File: src/rtl/axis_adc_avg_decim_if.sv
// AXI-Stream word bundle shared by the ADC averaging stage's input and output.
// AXIS_ADC_AVG_TLAST_EN adds the tlast frame marker.
interface axis_adc_avg_decim_if;
    logic [31:0] tdata;
    logic        tvalid;
    logic        tready;
`ifdef AXIS_ADC_AVG_TLAST_EN
    logic        tlast;

    modport master (output tdata, output tvalid, output tlast, input tready);
    modport slave  (input tdata, input tvalid, input tlast, output tready);
`else
    modport master (output tdata, output tvalid, input tready);
    modport slave  (input tdata, input tvalid, output tready);
`endif
endinterface

File: src/rtl/axis_adc_avg_decim.sv
// Boxcar average of 2^R signed ADC samples, one output word per block.
// Optional AXIS_ADC_AVG_TLAST_EN frames the output with tlast every FRAME_LEN words.
module axis_adc_avg_decim #(
    parameter int MAX_LOG2_RATIO = 8,
    parameter int FRAME_LEN      = 1024
) (
    input  logic                  aclk,
    input  logic                  aresetn,
    input  logic [3:0]            log2_ratio,
    axis_adc_avg_decim_if.slave   s_axis,
    axis_adc_avg_decim_if.master  m_axis
);
    localparam int AW = 24 + MAX_LOG2_RATIO;
    localparam int CW = MAX_LOG2_RATIO;

    typedef enum logic [0:0] {ST_IDLE = 1'b0, ST_ACCUM = 1'b1} state_t;

    if (FRAME_LEN < 1) begin : g_frame_len_invalid
        $error("FRAME_LEN must be at least 1");
    end

    state_t               state_r;
    logic [CW-1:0]        cnt_r;
    logic [3:0]           r_act_r;
    logic signed [AW-1:0] acc_r;
    logic [7:0]           status_r;
    logic [31:0]          m_tdata_r;
    logic                 m_tvalid_r;

    logic [3:0]           r_req_s;
    logic [3:0]           r_eff_s;
    logic [CW:0]          one_shl_s;
    logic [CW-1:0]        last_cnt_s;
    logic                 first_s;
    logic                 is_last_s;
    logic                 s_ready_s;
    logic                 xfer_s;
    logic signed [AW-1:0] sample_ext_s;
    logic signed [AW-1:0] sum_s;
    logic signed [AW-1:0] shifted_s;
    logic [7:0]           status_nxt_s;

    // Block bookkeeping: the ratio in force is the live request only for a block's first sample.
    always_comb begin
        r_req_s = log2_ratio;
        if (log2_ratio > 4'(MAX_LOG2_RATIO)) begin
            r_req_s = 4'(MAX_LOG2_RATIO);
        end else begin
            r_req_s = log2_ratio;
        end
        first_s    = (state_r == ST_IDLE);
        r_eff_s    = first_s ? r_req_s : r_act_r;
        one_shl_s  = (CW + 1)'(1'b1) << r_eff_s;
        last_cnt_s = one_shl_s[CW-1:0] - CW'(1'b1);
        is_last_s  = (cnt_r == last_cnt_s);
    end

    // Only a block's final sample can stall, and only while a result is still undelivered.
    always_comb begin
        s_ready_s = 1'b1;
        if (is_last_s) begin
            s_ready_s = ~m_tvalid_r | m_axis.tready;
        end else begin
            s_ready_s = 1'b1;
        end
        xfer_s = s_axis.tvalid & s_ready_s;
    end

    // Datapath: sign-extended running sum, status OR, floor-rounded mean.
    always_comb begin
        sample_ext_s = {{MAX_LOG2_RATIO{s_axis.tdata[31]}}, s_axis.tdata[31:8]};
        sum_s        = acc_r + sample_ext_s;
        status_nxt_s = status_r | s_axis.tdata[7:0];
        if (first_s) begin
            sum_s        = sample_ext_s;
            status_nxt_s = s_axis.tdata[7:0];
        end else begin
            sum_s        = acc_r + sample_ext_s;
            status_nxt_s = status_r | s_axis.tdata[7:0];
        end
        shifted_s = sum_s >>> r_eff_s;
    end

    // Block FSM: IDLE waits for a block's first sample, ACCUM counts the rest.
    always_ff @(posedge aclk or negedge aresetn) begin
        if (!aresetn) begin
            state_r  <= ST_IDLE;
            cnt_r    <= '0;
            r_act_r  <= 4'd0;
            acc_r    <= '0;
            status_r <= 8'h00;
        end else begin
            case (state_r)
                ST_IDLE: begin
                    if (xfer_s) begin
                        acc_r    <= sum_s;
                        status_r <= status_nxt_s;
                        r_act_r  <= r_req_s;
                        if (!is_last_s) begin
                            cnt_r   <= CW'(1'b1);
                            state_r <= ST_ACCUM;
                        end
                    end
                end
                ST_ACCUM: begin
                    if (xfer_s) begin
                        acc_r    <= sum_s;
                        status_r <= status_nxt_s;
                        if (is_last_s) begin
                            cnt_r   <= '0;
                            state_r <= ST_IDLE;
                        end else begin
                            cnt_r   <= cnt_r + CW'(1'b1);
                        end
                    end
                end
                default: begin
                    state_r <= ST_IDLE;
                    cnt_r   <= '0;
                end
            endcase
        end
    end

    // Output register: a new result may replace a word being drained in the same cycle.
    always_ff @(posedge aclk or negedge aresetn) begin
        if (!aresetn) begin
            m_tdata_r  <= 32'h0000_0000;
            m_tvalid_r <= 1'b0;
        end else if (xfer_s && is_last_s) begin
            m_tdata_r  <= {shifted_s[23:0], status_nxt_s};
            m_tvalid_r <= 1'b1;
        end else if (m_axis.tready) begin
            m_tvalid_r <= 1'b0;
        end
    end

    assign s_axis.tready = s_ready_s;
    assign m_axis.tdata  = m_tdata_r;
    assign m_axis.tvalid = m_tvalid_r;

`ifdef AXIS_ADC_AVG_TLAST_EN
    localparam int FW = (FRAME_LEN > 1) ? $clog2(FRAME_LEN) : 1;

    logic [FW-1:0] fcnt_r;
    logic [FW-1:0] fcnt_nxt_s;
    logic          m_tlast_r;

    // Index of the next word to be loaded, counting this cycle's handshake.
    always_comb begin
        fcnt_nxt_s = fcnt_r;
        if (m_tvalid_r && m_axis.tready) begin
            fcnt_nxt_s = (fcnt_r == FW'(FRAME_LEN - 1)) ? '0 : fcnt_r + FW'(1'b1);
        end else begin
            fcnt_nxt_s = fcnt_r;
        end
    end

    // Frame counter and tlast travel with the word they describe.
    always_ff @(posedge aclk or negedge aresetn) begin
        if (!aresetn) begin
            fcnt_r    <= '0;
            m_tlast_r <= 1'b0;
        end else begin
            fcnt_r <= fcnt_nxt_s;
            if (xfer_s && is_last_s) begin
                m_tlast_r <= (fcnt_nxt_s == FW'(FRAME_LEN - 1));
            end
        end
    end

    assign m_axis.tlast = m_tlast_r;
`endif
endmodule
File: src/flat_wrapper.sv
// flat-port wrapper written by rule: the top's interface ports become plain ports
module axis_adc_avg_decim_flat 
#(
    parameter int MAX_LOG2_RATIO = 8,
    parameter int FRAME_LEN      = 1024
)
  (aclk, aresetn, log2_ratio, s_axis_tdata, s_axis_tvalid, s_axis_tready, m_axis_tdata, m_axis_tvalid, m_axis_tready);
  axis_adc_avg_decim_if s_axis_i ();
  axis_adc_avg_decim_if m_axis_i ();
  input  logic aclk;
  input  logic aresetn;
  input  logic [3:0] log2_ratio;
  input wire logic [$bits(s_axis_i.tdata)-1:0] s_axis_tdata;
  input wire logic [$bits(s_axis_i.tvalid)-1:0] s_axis_tvalid;
  output wire logic [$bits(s_axis_i.tready)-1:0] s_axis_tready;
  output wire logic [$bits(m_axis_i.tdata)-1:0] m_axis_tdata;
  output wire logic [$bits(m_axis_i.tvalid)-1:0] m_axis_tvalid;
  input wire logic [$bits(m_axis_i.tready)-1:0] m_axis_tready;
  assign s_axis_i.tdata = s_axis_tdata;
  assign s_axis_i.tvalid = s_axis_tvalid;
  assign s_axis_tready = s_axis_i.tready;
  assign m_axis_tdata = m_axis_i.tdata;
  assign m_axis_tvalid = m_axis_i.tvalid;
  assign m_axis_i.tready = m_axis_tready;
  axis_adc_avg_decim #(.MAX_LOG2_RATIO(MAX_LOG2_RATIO), .FRAME_LEN(FRAME_LEN)) u_core (.aclk(aclk), .aresetn(aresetn), .log2_ratio(log2_ratio), .s_axis(s_axis_i), .m_axis(m_axis_i));
endmodule
File: config.mk
export PLATFORM = sky130hd
export DESIGN_NAME = axis_adc_avg_decim_flat
export DESIGN_NICKNAME = d
export VERILOG_FILES = /design/src/rtl/axis_adc_avg_decim_if.sv /design/src/rtl/axis_adc_avg_decim.sv /design/src/flat_wrapper.sv
export SDC_FILE = /design/constraint.sdc
export NUM_CORES = 1
export LEC_CHECK = 0
export ABC_AREA = 1
export BUFFER_PORTS_ARGS = -buffer_cell sky130_fd_sc_hd__buf_2
export CAP_MARGIN = 20
export CORE_MARGIN = 2
export CORE_UTILIZATION = 65
export DETAILED_ROUTE_END_ITERATION = 16
export PLACE_DENSITY_LB_ADDON = 0.2
export SYNTH_ARGS = -nofsm -noshare
export SYNTH_HDL_FRONTEND = slang
export SYNTH_SLANG_ARGS = --single-unit
File: constraint.sdc
create_clock -name aclk -period 7.95 [get_ports aclk]
set_input_delay 1.1925 -clock aclk [delete_from_list [all_inputs] [get_ports aclk]]
set_output_delay 1.1925 -clock aclk [all_outputs]
set_load 0.1 [all_outputs]
* Word level (Yosys, flattened, before mapping)
Index checks and enable logic that the tools add are counted.
** Cells by class
- Add/sub/neg operators :: 3
- Order comparisons :: 1
- Equality and inequality tests :: 4
- Shifts and indexed selects :: 2
- Muxes and demuxes :: 18
- Bitwise operators :: 5
- Reductions and logical operators :: 4
** Operators with widths (number)
- 32-bit two-way mux :: 2
- 8-bit two-way mux :: 6
- 32-bit by 24-bit adder with 32-bit output :: 1
- 32-bit by 4-bit >>> shifter with 24-bit output :: 1
- 8-bit case mux with 2 select lines :: 1
- 8-bit by 1-bit adder with 8-bit output (second input constant) :: 1
- 8-bit == test :: 1
- 4-bit two-way mux :: 2
- 8-bit bitwise OR :: 1
- 1-bit by 4-bit << shifter with 8-bit output (first input constant) :: 1
- 8-bit by 1-bit subtractor with 8-bit output (second input constant) :: 1
- 1-bit two-way mux :: 6
- 2-bit != test (second input constant) :: 3
- 4-bit greater-than comparator (second input constant) :: 1
- 3-bit AND reduction :: 1
- 1-bit NOT :: 2
- 1-bit case mux with 2 select lines :: 1
- 2-bit AND reduction :: 1
- 2-bit nonzero test :: 1
- 1-bit AND :: 1
- 1-bit logical AND :: 1
- 1-bit bitwise OR :: 1
** Word-level totals
- Flip-flop bits (word level) :: 86
- Input bits :: 40
- Output and inout port bits :: 34
- Word-level logic and storage cells :: 44

* Longest topological paths before layout
- Depth after elaboration :: 10
- Mapped depth :: 22

* Least setup slack after synthesis
No wires, ideal clock.
- Kind :: input to output
- Start :: in log2_ratio[0]
- End :: out s_axis_tready
- Data arrival time :: 3184 ps
- Slack :: 3573 ps
- Cell stages on the path :: 14
- Cell sequence :: inv_1 nor2_1 a21boi_4 clkbuf_1 nor2_1 nand2_1 ha_1 xnor2_1 nor2_1 nand3_1 nor2_1 nand3_1 nor3_2 nand2_2
** Between the ends
- Longest elaborated chain between the ends :: 7
** Ends and longest elaborated chain
- start, declared :: RTL line flat_wrapper.sv:12 : input logic [3:0] log2_ratio;
- 4-bit greater-than comparator :: RTL line axis_adc_avg_decim.sv:46 : if (log2_ratio > 4'(MAX_LOG2_RATIO)) begin
- 4-bit two-way mux * :: RTL line axis_adc_avg_decim.sv:46
- 4-bit two-way mux * :: RTL line axis_adc_avg_decim.sv:52 : r_eff_s = first_s ? r_req_s : r_act_r;
- 1-bit by 4-bit << shifter with 8-bit output * :: RTL line axis_adc_avg_decim.sv:53 : one_shl_s = (CW + 1)'(1'b1) << r_eff_s;
- 8-bit by 1-bit subtractor with 8-bit output * :: RTL line axis_adc_avg_decim.sv:54 : last_cnt_s = one_shl_s[CW-1:0] - CW'(1'b1);
- 8-bit == test * :: RTL line axis_adc_avg_decim.sv:55 : is_last_s = (cnt_r == last_cnt_s);
- 1-bit two-way mux * :: RTL line axis_adc_avg_decim.sv:61 : if (is_last_s) begin
- end, declared :: RTL line flat_wrapper.sv:15 : output wire logic [$bits(s_axis_i.tready)-1:0] s_axis_tready;
Every way passes the cells marked *; elsewhere a longest branch is shown, timed or not.

* Worst setup path after layout
- Start :: in log2_ratio[3]
- End :: out s_axis_tready
The elaborated chain is that of the path after synthesis.

==> flow_summary.yaml <==
status:
  outcome: "complete, no violations"
pwr:
  max-vdd-ir-drop_uv: 285.5
  power_density_nw_per_um2: 353.4
  leakage_nw: 4.934
timing:
  hold_ws_ps: 473.0
  period_minus_slack_ps: 5144
  skew_ps: 7.984
  hold_violations: 0
  final_max_slew_viol_count: 0
  max-slew-margin-rel: 0.3629
  max_clock_freq_mhz: 194.4
  worst_pin_slew_ps: 955.7
  period_share: 0.6470
  finalSetupTns_ps: 0
  setup_viol: 0
  rsz0062_at_grt: "false"
global_routing:
  overflow: 0
  antenna_found_initial: 0
  grt_max_degree: 60
  grt_pass1_vias: 7957
  grt_usage: 0.3522
  grt_pass1_wl_um: 36650
synthesis:
  ys_seq_elements: 86
  synth_warnings: 0
  synth_cell_types: 37
  synth_adder_area_share: 0.05522
  syn_area_per_cell_um2: 5.962
  yosysSeqAreaShare: 0.2745
  synth_mux_area_frac: 0
  synth-xor-area-share: 0.02123
  mappedNetlistArea_um2: 7840
  synth_compound_area_frac: 0.08969
  syn_nets: 1389
  synth_top_family_by_area: "simple AND/OR/NAND/NOR gates"
  yosys.area_share.simple: 0.4499
  netlist_instances: 1315
detailed_routing:
  route.vias.total: 8608
  vias_per_cell: 5.689
  drc: 0
  ant_nets: 0
  drt_wl_total_um: 22100
  routedWlPerCell_um: 14.60
  drt-pass1-iter-count: 6
  drt_iter0_drc: 792
cells_and_area:
  n_fill_cell: 1082
  syn2layout_area_growth_pct: 8.666
  diodes: 0
  seqCellArea_um2: 2152
  multi_input_area_um2: 4833
  drive_gt1_frac: 0.09370
  design.final.nets: 1435
  stdcell_count: 1513
worst_setup_path:
  end_kind: "output port"
  required_ps: 6760
  critPathArrivalTime_ps: 3950
  reg2reg_setup_slack_ps: 3420
  start_kind: "input pin"
  reg2reg_depth: 19
  worst-path-max-fanout: 33
  reg2reg_to: "u_core.cnt_r[1]"
  criticalPathCategory: "in2out"
clocking:
  cts.sinks: 86
  numCtsBuffers: 9
  clk_latency_ps: 360
  cts_hold_buf: 0
  htree_levels: 3
  post-cts-setup-buffer-count: 0
  cts_tree: "done"
  post_cts_resized: 0
  ctsLongestPathBuffers: 2
  cts.clk_slew.worst_paths_ps: 70
  cts-root-buf: "clkbuf_16"
die:
  core_area_um2: 11910
  fp-row-count: 40
  io_pins: 74
  fp.dieH_um: 113.8
  dieArea_um2: 12960
  initial_core_util: 0.6582
  chipWidth_um: 113.8
placed_design:
  dp.cells: 1497
  gp_congestion: 0.9949
  portBuffers: 73
  dp_hpwl_um: 16780
worst_hold_path:
  min_to: "u_core.m_axis.tdata[26]"
  hp-class: "reg2reg"
  min_from: "u_core.m_axis.tdata[26]"
  min_path_cells: 2
flow_run:
  max-cap-violations: 0
==> stage by stage <==
step / setup WS, ps / power, W / util / area [um2]
2_1_floorplan: 3573 / 0.002155 / - / 7840
3_3_place_gp: 2940 / 0.002514 / 0.6901 / 8220
3_5_place_dp: 2898 / 0.002547 / 0.6901 / 8220
4_1_cts: 2878 / 0.002988 / 0.7152 / 8519
5_1_grt: 2665 / 0.003241 / 0.7152 / 8519
6_report: 2806 / 0.003011 / 0.7152 / 8519
==> routing by layer <==
layer | global-route usage | up-vias | share of wire | routed length [um]
li1 | - | 4285 | - | -
met3 | 0.04198 | 63 | 0.064 | 1420
met4 | 0.1659 | 0 | 0.039 | 870
met1 | 0.4492 | 3936 | 0.42 | 9269
met2 | 0.5992 | 324 | 0.48 | 10540
met5 | 0 | - | 0 | 0
==> cells by family after synthesis <==
group           count (synthesis)
fa+ha+maj                      34
xor+xnor                       19
compound gates                122
buf+inv                       214
flops                          86
simple gates                  840
==> cells in the mapped netlist, drive strengths merged <==
cell / instances / area (um2)
a2bb2oi: 1 / 8.760
ha: 33 / 412.9
nand3b: 5 / 37.54
inv: 170 / 638.1
buf: 23 / 141.4
o211ai: 4 / 30.03
xnor2: 7 / 61.31
nand2: 515 / 1973
nor2: 95 / 364.1
nand3: 201 / 1006
a21o: 2 / 15.01
a31oi: 26 / 162.7
a21boi: 9 / 78.82
clkbuf: 21 / 78.83
o21ai: 51 / 259.0
nand4: 7 / 43.79
fa: 1 / 20.02
or2: 9 / 56.30
xor2: 12 / 105.1
o22ai: 1 / 6.260
nor3: 7 / 40.04
dfrtp: 86 / 2152
a21oi: 27 / 135.1
nor4: 1 / 6.260
o21a: 1 / 7.510
==> worst max-delay path, cell delays in order <==
cell and delay (ps):
buf_2 120, nor2_1 90, a21boi_4 710, nand2_2 160, inv_2 120, nand2_1 80
ha_1 320, xnor2_1 130, nor2_1 130, nand3_1 90, nor2_1 110, nand3_1 110
nor3_2 170, nand2_2 100, buf_2 300
==> layout make-up <==
cell class                      count  area share
Sequential cell                    86      0.2526
Timing Repair Buffer               79     0.04847
Tap cell                          147     0.02159
Inverter                          170     0.07490
Clock inverter                      7    0.008665
Multi-Input combinational cell   1015      0.5673
Clock buffer                        9     0.02644
==> worst max path at each step <==
stage | slack (ps) | endpoint | cells after the start | start
finish | 2810 | s_axis_tready | 15 | log2_ratio[3]
global route | 2660 | s_axis_tready | 16 | log2_ratio[0]
CTS | 2880 | s_axis_tready | 16 | log2_ratio[0]
detailed placement | 2900 | s_axis_tready | 16 | log2_ratio[0]
global placement | 2940 | s_axis_tready | 16 | log2_ratio[0]
floorplan | 3570 | s_axis_tready | 14 | log2_ratio[0]
==> power by group <==
group	internal (W)	total (W)	switching [W]
Combinational	0.000517	0.00193	0.00141
Sequential	0.000567	0.000653	0.0000861
Clock	0.000222	0.000431	0.000209
Total	0.00131	0.00301	0.00171
==> registers in the layout, summed over array words and instances, names as in the netlist, named ones only <==
name and flops:
u_core.cnt_r 8, u_core.m_axis.tdata 32, u_core.r_act_r 4, u_core.m_axis.tvalid 1, u_core.status_r 8, u_core.acc_r 32
==> cell usage in the layout, fill, tap and decap left out, drive strengths merged, types with 2 or more instances in the layout <==
master / Yosys / routed
ha: 33 / 33
inv: 170 / 173
nand3: 201 / 201
clkbuf: 21 / 9
xor2: 12 / 12
xnor2: 7 / 7
a21o: 2 / 2
o211ai: 4 / 4
or2: 9 / 9
clkinvlp: 0 / 2
o21ai: 51 / 51
a21boi: 9 / 9
dfrtp: 86 / 86
nor3: 7 / 7
nand3b: 5 / 5
clkinv: 0 / 2
buf: 23 / 79
a21oi: 27 / 27
nand2: 515 / 515
a31oi: 26 / 26
nor2: 95 / 95
nand4: 7 / 7
No activity file was read; power rests on OpenSTA's default activity.
